==> config.mk <==
export PLATFORM = sky130hd
export DESIGN_NAME = button_conditioner
export DESIGN_NICKNAME = d
export VERILOG_FILES = /design/src/rtl/pong_pkg.sv /design/src/rtl/btn_debounce_ch.sv /design/src/rtl/button_conditioner.sv
export SDC_FILE = /design/constraint.sdc
export NUM_CORES = 1
export LEC_CHECK = 0
export BUFFER_PORTS_ARGS = -buffer_cell sky130_fd_sc_hd__buf_2
export CORE_AREA = 2 2 109 111
export CTS_CLUSTER_DIAMETER = 40
export DETAILED_ROUTE_END_ITERATION = 8
export DIE_AREA = 0 0 111 113
export PLACE_DENSITY = 0.68
export SLEW_MARGIN = 15
export SYNTH_ARGS = -nofsm -noshare
export SYNTH_HDL_FRONTEND = slang
export SYNTH_SLANG_ARGS = --single-unit
export TNS_END_PERCENT = 20
==> constraint.sdc <==
create_clock -name clk -period 3 [get_ports clk]
set_input_delay 0.3 -clock clk [delete_from_list [all_inputs] [get_ports clk]]
set_output_delay 0.3 -clock clk [all_outputs]
set_load 0.02 [all_outputs]
==> src/rtl/pong_pkg.sv <==
`default_nettype none
// ============================================================================
// Module      : pong_pkg
// Description : Shared constants, repeat-FSM state type and small helper
//               functions for the pong input-conditioning blocks.
// Revision    : 1.0 - initial release
// ============================================================================
package pong_pkg;

  // Number of player buttons on the reference board.
  localparam int N_BTN_DEFAULT = 4;

  // Milliseconds represented by one timebase tick from clock_divider.
  localparam int MS_PER_TICK = 1;

  // Typematic repeat state per button channel.
  typedef enum logic [1:0] {
    RP_IDLE  = 2'd0,
    RP_DELAY = 2'd1,
    RP_RATE  = 2'd2
  } rp_state_t;

  // Convert a millisecond interval into a tick count, never below one tick.
  function automatic int ms_to_ticks(input int ms);
    int t;
    t = ms / MS_PER_TICK;
    if (t < 1) t = 1;
    return t;
  endfunction

  function automatic int max_int(input int a, input int b);
    return (a > b) ? a : b;
  endfunction

endpackage
`default_nettype wire

==> src/rtl/btn_debounce_ch.sv <==
`default_nettype none
// ============================================================================
// Module      : btn_debounce_ch
// Description : One button channel: tick-sampled debounce, registered
//               press/release pulses and a typematic repeat FSM.
// Revision    : 1.0 - initial release
// ============================================================================
module btn_debounce_ch
  import pong_pkg::*;
#(
  parameter int DEBOUNCE_MS     = 10,
  parameter int REPEAT_DELAY_MS = 300,
  parameter int REPEAT_RATE_MS  = 50
) (
  input  logic clk,
  input  logic reset,
  input  logic tick,
  input  logic btn_sync,
  output logic btn_level,
  output logic btn_press,
  output logic btn_release,
  output logic btn_repeat
);

  localparam int DB_TICKS   = ms_to_ticks(DEBOUNCE_MS);
  localparam int DLY_TICKS  = ms_to_ticks(REPEAT_DELAY_MS);
  localparam int RATE_TICKS = ms_to_ticks(REPEAT_RATE_MS);
  localparam int DB_W       = $clog2(DB_TICKS + 1);
  localparam int RP_W       = $clog2(max_int(DLY_TICKS, RATE_TICKS) + 1);

  // Terminal counts: the event fires on the tick where the counter holds these.
  localparam logic [DB_W-1:0] DB_LAST   = DB_W'(DB_TICKS - 1);
  localparam logic [RP_W-1:0] DLY_LAST  = RP_W'(DLY_TICKS - 1);
  localparam logic [RP_W-1:0] RATE_LAST = RP_W'(RATE_TICKS - 1);

  logic [DB_W-1:0] db_cnt;
  logic [DB_W-1:0] db_cnt_nxt;
  logic [RP_W-1:0] rp_cnt;
  logic [RP_W-1:0] rp_cnt_nxt;
  rp_state_t       state;
  rp_state_t       state_nxt;
  logic            level_nxt;
  logic            press_nxt;
  logic            release_nxt;
  logic            repeat_nxt;
  logic            accept_rise;
  logic            accept_fall;

  // State and output registers; pulses are registered so they line up with
  // the first cycle in which btn_level shows the new value.
  always_ff @(posedge clk or posedge reset) begin
    if (reset) begin
      state       <= RP_IDLE;
      db_cnt      <= '0;
      rp_cnt      <= '0;
      btn_level   <= 1'b0;
      btn_press   <= 1'b0;
      btn_release <= 1'b0;
      btn_repeat  <= 1'b0;
    end else begin
      state       <= state_nxt;
      db_cnt      <= db_cnt_nxt;
      rp_cnt      <= rp_cnt_nxt;
      btn_level   <= level_nxt;
      btn_press   <= press_nxt;
      btn_release <= release_nxt;
      btn_repeat  <= repeat_nxt;
    end
  end

  // Debounce, edge detection and repeat scheduling; a release always wins
  // over a repeat that would otherwise fire in the same cycle.
  always_comb begin
    state_nxt   = state;
    db_cnt_nxt  = db_cnt;
    rp_cnt_nxt  = rp_cnt;
    level_nxt   = btn_level;
    press_nxt   = 1'b0;
    release_nxt = 1'b0;
    repeat_nxt  = 1'b0;
    accept_rise = 1'b0;
    accept_fall = 1'b0;

    // Count consecutive ticks on which the synchronised input disagrees with
    // the accepted level; any agreeing tick restarts the qualification.
    if (tick) begin
      if (btn_sync == btn_level) begin
        db_cnt_nxt = '0;
      end else if (db_cnt == DB_LAST) begin
        level_nxt   = btn_sync;
        db_cnt_nxt  = '0;
        accept_rise = btn_sync;
        accept_fall = ~btn_sync;
      end else begin
        db_cnt_nxt = db_cnt + DB_W'(1);
      end
    end

    press_nxt   = accept_rise;
    release_nxt = accept_fall;

    case (state)
      RP_IDLE: begin
        if (accept_rise) begin
          state_nxt  = RP_DELAY;
          rp_cnt_nxt = '0;
          repeat_nxt = 1'b1;
        end
      end
      RP_DELAY: begin
        if (tick) begin
          if (rp_cnt == DLY_LAST) begin
            state_nxt  = RP_RATE;
            rp_cnt_nxt = '0;
            repeat_nxt = 1'b1;
          end else begin
            rp_cnt_nxt = rp_cnt + RP_W'(1);
          end
        end
      end
      RP_RATE: begin
        if (tick) begin
          if (rp_cnt == RATE_LAST) begin
            rp_cnt_nxt = '0;
            repeat_nxt = 1'b1;
          end else begin
            rp_cnt_nxt = rp_cnt + RP_W'(1);
          end
        end
      end
      default: begin
        state_nxt  = RP_IDLE;
        rp_cnt_nxt = '0;
      end
    endcase

    if (accept_fall) begin
      state_nxt  = RP_IDLE;
      rp_cnt_nxt = '0;
      repeat_nxt = 1'b0;
    end
  end

endmodule
`default_nettype wire

==> src/rtl/button_conditioner.sv <==
`default_nettype none
// ============================================================================
// Module      : button_conditioner
// Description : Synchronises the raw player buttons, derives a one-clock 1 ms
//               tick and feeds one debounce/repeat channel per button.
// Revision    : 1.0 - initial release
// ============================================================================
module button_conditioner
  import pong_pkg::*;
#(
  parameter int N_BTN           = N_BTN_DEFAULT,
  parameter int DEBOUNCE_MS     = 10,
  parameter int REPEAT_DELAY_MS = 300,
  parameter int REPEAT_RATE_MS  = 50
) (
  input  logic             clk,
  input  logic             reset,
  input  logic             clk_1ms,
  input  logic [N_BTN-1:0] btn_raw,
  output logic [N_BTN-1:0] btn_level,
  output logic [N_BTN-1:0] btn_press,
  output logic [N_BTN-1:0] btn_release,
  output logic [N_BTN-1:0] btn_repeat
);

  logic             clk_1ms_d;
  logic             tick;
  logic [N_BTN-1:0] btn_meta;
  logic [N_BTN-1:0] btn_sync;

  // Delay the timebase by one clock for rising-edge detection, so either a
  // square wave or a single-cycle pulse yields exactly one tick per period.
  always_ff @(posedge clk or posedge reset) begin
    if (reset) begin
      clk_1ms_d <= 1'b0;
    end else begin
      clk_1ms_d <= clk_1ms;
    end
  end

  assign tick = clk_1ms & ~clk_1ms_d;

  // Two-flop synchroniser for the asynchronous button pins.
  always_ff @(posedge clk or posedge reset) begin
    if (reset) begin
      btn_meta <= '0;
      btn_sync <= '0;
    end else begin
      btn_meta <= btn_raw;
      btn_sync <= btn_meta;
    end
  end

  for (genvar i = 0; i < N_BTN; i++) begin : g_ch
    btn_debounce_ch #(
      .DEBOUNCE_MS     (DEBOUNCE_MS),
      .REPEAT_DELAY_MS (REPEAT_DELAY_MS),
      .REPEAT_RATE_MS  (REPEAT_RATE_MS)
    ) u_ch (
      .clk         (clk),
      .reset       (reset),
      .tick        (tick),
      .btn_sync    (btn_sync[i]),
      .btn_level   (btn_level[i]),
      .btn_press   (btn_press[i]),
      .btn_release (btn_release[i]),
      .btn_repeat  (btn_repeat[i])
    );
  end

endmodule
`default_nettype wire
==> flow_metrics.env, run 1 <==
export IMPL_max_freq_ghz=0.428
export IMPL_ir_drop_mv=0.481
export IMPL_r2r_end="g_ch[0].u_ch.rp_cnt[5]"
export IMPL_worst_pin_slew_ns=0.659
export IMPL_first_pass_iters=4
export IMPL_place_congestion=0.806
export IMPL_gr_total_overflow=0
export IMPL_slew_headroom=0.559
export IMPL_cts_tree="done"
export IMPL_ys_ff_latch=85
export IMPL_synthDistinctLibCells=63
export IMPL_cts_buffers=9
export IMPL_status="completed"
export IMPL_hold_buffers=0
export IMPL_dr_wl_met2_um=4480
export IMPL_nets=559
export IMPL_ctsResizeCount=0
export IMPL_path_cells="inv_1 -> ha_1 -> or2_2 -> a21oi_1 -> nor2_1 -> or3_1 -> o31ai_1"
export IMPL_ys_seq_area_frac=0.429
export IMPL_ys_warn_count=0
export IMPL_layout_common_cells="dfrtp_1, nand2_1, ha_1"
export IMPL_critPathMaxStageDelay_ns=0.46
export IMPL_synth_area_top_cells="dfrtp_1, ha_1, nand2_1"
export IMPL_root_buffer="clkbuf_16"
export IMPL_htree_levels=3
export IMPL_io_pins=23
export IMPL_placementRows=39
export IMPL_grtUsageTotal=0.155
export IMPL_critPathBufInv=1
export IMPL_hpwlAfterDp_um=6260
export IMPL_synth_top_area_cell="dfrtp_1"
export IMPL_insertion_delay_ns=0.34
export IMPL_antenna_left=0
export IMPL_core_mm2=0.0113
export IMPL_drtIter0Drc=150
export IMPL_fillers=1054
export IMPL_ys_flop_type="dfrtp_1"
export IMPL_p_leak_nw=2.45
export IMPL_clock_skew_final_ns=0.00544
export IMPL_port_buffers=22
export IMPL_antenna_found_initial=0
export IMPL_rsz0062_at_grt="false"
export IMPL_setup_worst_path_end_class="register"
export IMPL_regToRegSetupSlack_ns=0.66
export IMPL_reg2reg_from="g_ch[0].u_ch.state[0]"
export IMPL_initial_core_util=0.440
export IMPL_hold_path_class="in -> async"
export IMPL_wl_um=9140
export IMPL_criticalPathCategory="reg -> reg"
export IMPL_clk_pin_slew_ns=0.06
export IMPL_fin_ws_ns=0.662
export IMPL_cp_required_ns=3.24
export IMPL_wire_per_inst_um=13.7
export IMPL_final_min_clock_period_ns=2.34
export IMPL_cts_num_sinks=85
export IMPL_dieArea_mm2=0.0125
export IMPL_grt_pass1_vias=3766
export IMPL_synth_cells=509
export IMPL_powerDensity_mw_per_mm2=657
export IMPL_syn_area_per_cell_um2=9.75
export IMPL_n_antenna_cell=0
export IMPL_reg2reg_depth=7
export IMPL_vias=3755
export IMPL_drc=0
export IMPL_post_cts_buffers=0
export IMPL_die_height_um=113
export IMPL_start_kind="register"
export IMPL_synth_top_cell_area_share=0.429
export IMPL_highest_layer="met4"
export IMPL_drive_gt1_frac=0.113
export IMPL_async_flop_share=1.00
export IMPL_dpl_cell_area_mm2=0.00510
export IMPL_die_w_um=111
export IMPL_cap_violations=0
export IMPL_power_total_mw=3.54
export IMPL_tns_ns=0
export IMPL_route_met3_wl_um=249
export IMPL_grt_pass1_wl_um=16400
export IMPL_finalHoldViolCount=0
export IMPL_cp_data_arrival_time_ns=2.57
export IMPL_area_growth_pct=8.70
export IMPL_ctsLongestPathBuffers=2
export IMPL_synthesis_nets=551
export IMPL_grt_max_degree=86
export IMPL_path_max_fanout=12
export IMPL_syn_area_mm2=0.00496
export IMPL_final_area_mm2=0.00539
export IMPL_crit_cells=7
export IMPL_layout_commonest_cell="dfrtp_1"
export IMPL_wl_met1_um=4290
export IMPL_drv_slew=0
export IMPL_finalSetupViolations=0
export IMPL_synth_edff_count=0
export IMPL_critPathTopFamily="simple AND/OR/NAND/NOR gates"
export IMPL_pre_cts_slack_ns=0.710
export IMPL_avgViaCountPerCell=5.65
export IMPL_min_period_over_period=0.779
export IMPL_crit_slowest_cell="or3_1"
[per-stage QoR]
stage | hold WS (ns) | instances | util
2_1_floorplan | 0.331 | 509 | -
3_3_place_gp | 0.361 | 649 | 0.453
3_5_place_dp | 0.362 | 649 | 0.453
4_1_cts | 0.0536 | 665 | 0.479
5_1_grt | 0.0502 | 665 | 0.479
6_report | 0.0419 | 665 | 0.479
[worst max-delay path by stage]
stage	start	end	slack [ns]
after floorplan	reset	btn_meta[0]	0.51
after global placement	g_ch[0].u_ch.state[0]	g_ch[0].u_ch.rp_cnt[7]	0.83
after detailed placement	g_ch[0].u_ch.state[0]	g_ch[0].u_ch.rp_cnt[5]	0.71
after CTS	g_ch[0].u_ch.state[0]	g_ch[0].u_ch.rp_cnt[5]	0.70
after global routing	g_ch[0].u_ch.state[0]	g_ch[0].u_ch.rp_cnt[5]	0.48
final	g_ch[0].u_ch.state[0]	g_ch[0].u_ch.rp_cnt[5]	0.66
[kinds of logic after synthesis]
kind of cell	Yosys count	synth area share
AOI/OAI and AO/OA	130	0.194
xor gates and xnor gates	4	0.00706
muxes	6	0.0131
and+or+nand+nor	195	0.210
DFF	85	0.429
buffers and inverters	54	0.0585
adders and majority gates	35	0.0883
[area by class of cell]
cell class              instances  area, µm²  area share
clock buffers                  10        229      0.0424
flip-flops and latches         85       2130       0.394
multi-input cells             370       2550       0.472
inverters                      25       95.1      0.0176
repair buffers                 26        153      0.0283
clock inverters                 6       63.8      0.0118
well taps                     143        179      0.0332
[synthesized netlist by cell type (all sizes together) (5+ instances only)]
cell type   n
dfrtp      85
nand2      57
ha         35
nand3      33
o21ai      30
inv        25
nor2       24
buf        23
o31ai      23
a21oi      10
and3        9
nand4       9
a22o        8
nand2b      8
nor4        8
o21bai      8
a2bb2oi     7
a211o       6
clkbuf      6
o2bb2a      6
a21o        5
nor2b       5
nor3        5
or2         5
[state kept, by name, summed over array words and instances, names as in the netlist]
register	cells
btn_meta	4
g_ch.u_ch.btn_press	4
g_ch.u_ch.state	8
g_ch.u_ch.btn_level	4
g_ch.u_ch.btn_release	4
g_ch.u_ch.rp_cnt	36
clk_1ms_d	1
g_ch.u_ch.db_cnt	16
g_ch.u_ch.btn_repeat	4
btn_sync	4
[worst reg2reg max path: stages (launching register included)]
cell	delay, ns
dfrtp_1	0.43
inv_1	0.09
ha_1	0.26
or2_2	0.31
a21oi_1	0.22
nor2_1	0.21
or3_1	0.46
o31ai_1	0.27
[power by group]
part           internal (mW)  switching, mW
clock network          0.644          0.460
logic                  0.414          0.618
registers               1.26          0.142
[metal layers]
metal / global-route usage / vias up
met1: 0.189 / 1832
met3: 0.0375 / 9
met4: 0.0542 / 0
met2: 0.271 / 40
met5: 0 / -
li1: - / 1874
(Power assumes the default switching activity.)
==> run 2, diff against run 1 <==
==> constraint.sdc (replaced) <==
create_clock -name clk -period 2.2 [get_ports clk]
set_input_delay 0.22 -clock clk [delete_from_list [all_inputs] [get_ports clk]]
set_output_delay 0.22 -clock clk [all_outputs]
set_load 0.02 [all_outputs]
==> run 2 against run 1 <==
Against the previous run: die area unchanged; worst setup slack got worse by 0.57 ns; critical endpoint unchanged; core utilization is 1.8 points higher; highest routed layer unchanged.
==> flow_metrics.env, run 2 (synthesis gave the netlist of run 1 again) <==
export IMPL_status="completed"
export IMPL_grt_max_degree=50
export IMPL_comb_power_share=0.309
export IMPL_hpwlAfterDp_um=6630
export IMPL_antenna_found_initial=0
export IMPL_critPathTopFamily="simple AND/OR/NAND/NOR gates"
export IMPL_gr_total_overflow=0
export IMPL_wl_um=9430
export IMPL_place_inst=660
export IMPL_antenna_left=0
export IMPL_netSwitchingFraction=0.341
export IMPL_fin_cells=684
export IMPL_layout_commonest_cell="dfrtp_1"
export IMPL_clk_pin_slew_ns=0.06
export IMPL_grtUsageTotal=0.158
export IMPL_htree_levels=3
export IMPL_seqCellArea_mm2=0.00213
export IMPL_vias=3841
export IMPL_nets=578
export IMPL_critPathBufInv=1
export IMPL_ctsLongestPathBuffers=2
export IMPL_layout_common_cells="dfrtp_1, nand2_1, ha_1"
export IMPL_fillers=1012
export IMPL_clock_skew_final_ns=0.00571
export IMPL_io_pins=23
export IMPL_tns_ns=0
export IMPL_reg_top3="g_ch.u_ch.rp_cnt x36, g_ch.u_ch.db_cnt x16, g_ch.u_ch.state x8"
export IMPL_multi_input_area_mm2=0.00257
export IMPL_max_freq_ghz=0.474
export IMPL_setup_worst_path_end_class="register"
export IMPL_port_buffers=22
export IMPL_worst_pin_slew_ns=0.629
export IMPL_crit_slowest_cell="dfrtp_1"
export IMPL_place_congestion=0.927
export IMPL_finalSetupViolations=0
export IMPL_drtIter0Drc=277
export IMPL_critPathMaxStageDelay_ns=0.42
export IMPL_ir_drop_mv=0.400
export IMPL_drc=0
export IMPL_initial_core_util=0.440
export IMPL_largest_reg_flops=36
export IMPL_wire_per_inst_um=13.8
export IMPL_avgViaCountPerCell=5.62
export IMPL_core_mm2=0.0113
export IMPL_path_max_fanout=7
export IMPL_cts_tree="done"
export IMPL_cellInternalPower_mw=3.28
export IMPL_first_pass_iters=5
export IMPL_final_min_clock_period_ns=2.11
export IMPL_pwr_share_clk=0.304
export IMPL_start_kind="register"
export IMPL_slew_headroom=0.580
export IMPL_power_switching_mw=1.70
export IMPL_criticalPathCategory="reg -> reg"
export IMPL_die_height_um=113
export IMPL_finalHoldViolCount=0
export IMPL_min_period_over_period=0.958
export IMPL_root_buffer="clkbuf_16"
export IMPL_cap_violations=0
export IMPL_cp_required_ns=2.44
export IMPL_cp_data_arrival_time_ns=2.35
export IMPL_cts_num_sinks=85
export IMPL_p_leak_nw=2.54
export IMPL_hold_path_class="reg -> reg"
export IMPL_power_total_mw=4.99
export IMPL_dieArea_mm2=0.0125
export IMPL_die_w_um=111
export IMPL_pwr_share_seq=0.386
export IMPL_grt_pass1_wl_um=16600
export IMPL_area_growth_pct=12.8
export IMPL_cts_buffers=9
export IMPL_n_antenna_cell=0
export IMPL_grt_pass1_vias=3664
export IMPL_placementRows=39
export IMPL_powerDensity_mw_per_mm2=891
export IMPL_path_cells="inv_1 -> ha_1 -> or2_2 -> a21oi_2 -> nor2_2 -> or3_1 -> o31ai_1"
export IMPL_insertion_delay_ns=0.33
export IMPL_largest_register="g_ch.u_ch.rp_cnt"
export IMPL_drv_slew=0
export IMPL_drive_gt1_frac=0.140
[run 2: cell count changes in the layout (fill, tap and decap cells not counted), sizes merged]
cell | previous run | this run
buf | 26 | 39
clkinv | 4 | 2
clkinvlp | 2 | 4
dlygate4sd3 | 0 | 6
[run 2: area by class of cell]
cell class	count	area share
clock buffers	10	0.0427
clock inverters	6	0.0112
inverters	25	0.0174
multi-input cells	370	0.459
flip-flops and latches	85	0.380
well taps	143	0.0320
repair buffers	45	0.0577
[run 2: power groups by stage]
stage	registers (mW)	logic (mW)	clock network, mW
final	1.93	1.54	1.52
after global routing	1.95	1.76	1.64
after CTS	1.92	1.48	1.57
after detailed placement	1.95	1.46	0
after global placement	1.93	1.42	0
after floorplan	1.90	1.22	0
[run 2: worst paths after layout]
check | startpoint | end | slack, ns | cells past startpoint
setup / recovery | g_ch[0].u_ch.state[0] | g_ch[0].u_ch.rp_cnt[5] | 0.09 | 7
setup reg to reg | g_ch[0].u_ch.state[0] | g_ch[0].u_ch.rp_cnt[5] | 0.09 | 7
hold reg to reg | btn_meta[1] | btn_sync[1] | 0.35 | 0
max in group asynchronous | reset | g_ch[1].u_ch.btn_release | 1.05 | 4
hold / removal | btn_meta[1] | btn_sync[1] | 0.35 | 0
min in group asynchronous | reset | g_ch[2].u_ch.rp_cnt[7] | 0.51 | 3
[run 2: per-stage QoR]
step / instance area, µm² / hold slack [ns] / util / setup WS, ns
6_report: 5600 / 0.350 / 0.497 / 0.0922
5_1_grt: 5600 / 0.359 / 0.497 / -0.00953
4_1_cts: 5560 / 0.350 / 0.493 / 0.0160
3_5_place_dp: 5200 / 0.331 / 0.461 / 0.0242
3_3_place_gp: 5200 / 0.330 / 0.461 / 0.138
2_1_floorplan: 4970 / 0.251 / - / 0.172
[run 2: layer usage]
layer | GRT usage | share of wire
met1 | 0.201 | 0.46
met2 | 0.266 | 0.49
met3 | 0.0337 | 0.031
met4 | 0.0592 | 0.0097
met5 | 0 | 0
[run 2: what timing repair did]
item                                    4_1_cts  5_1_grt
resized for setup                             0        4
endpoints found under the hold margin        30        0
endpoints found under the setup margin        0       13
hold buffers                                  6        0
setup buffers                                 0        2
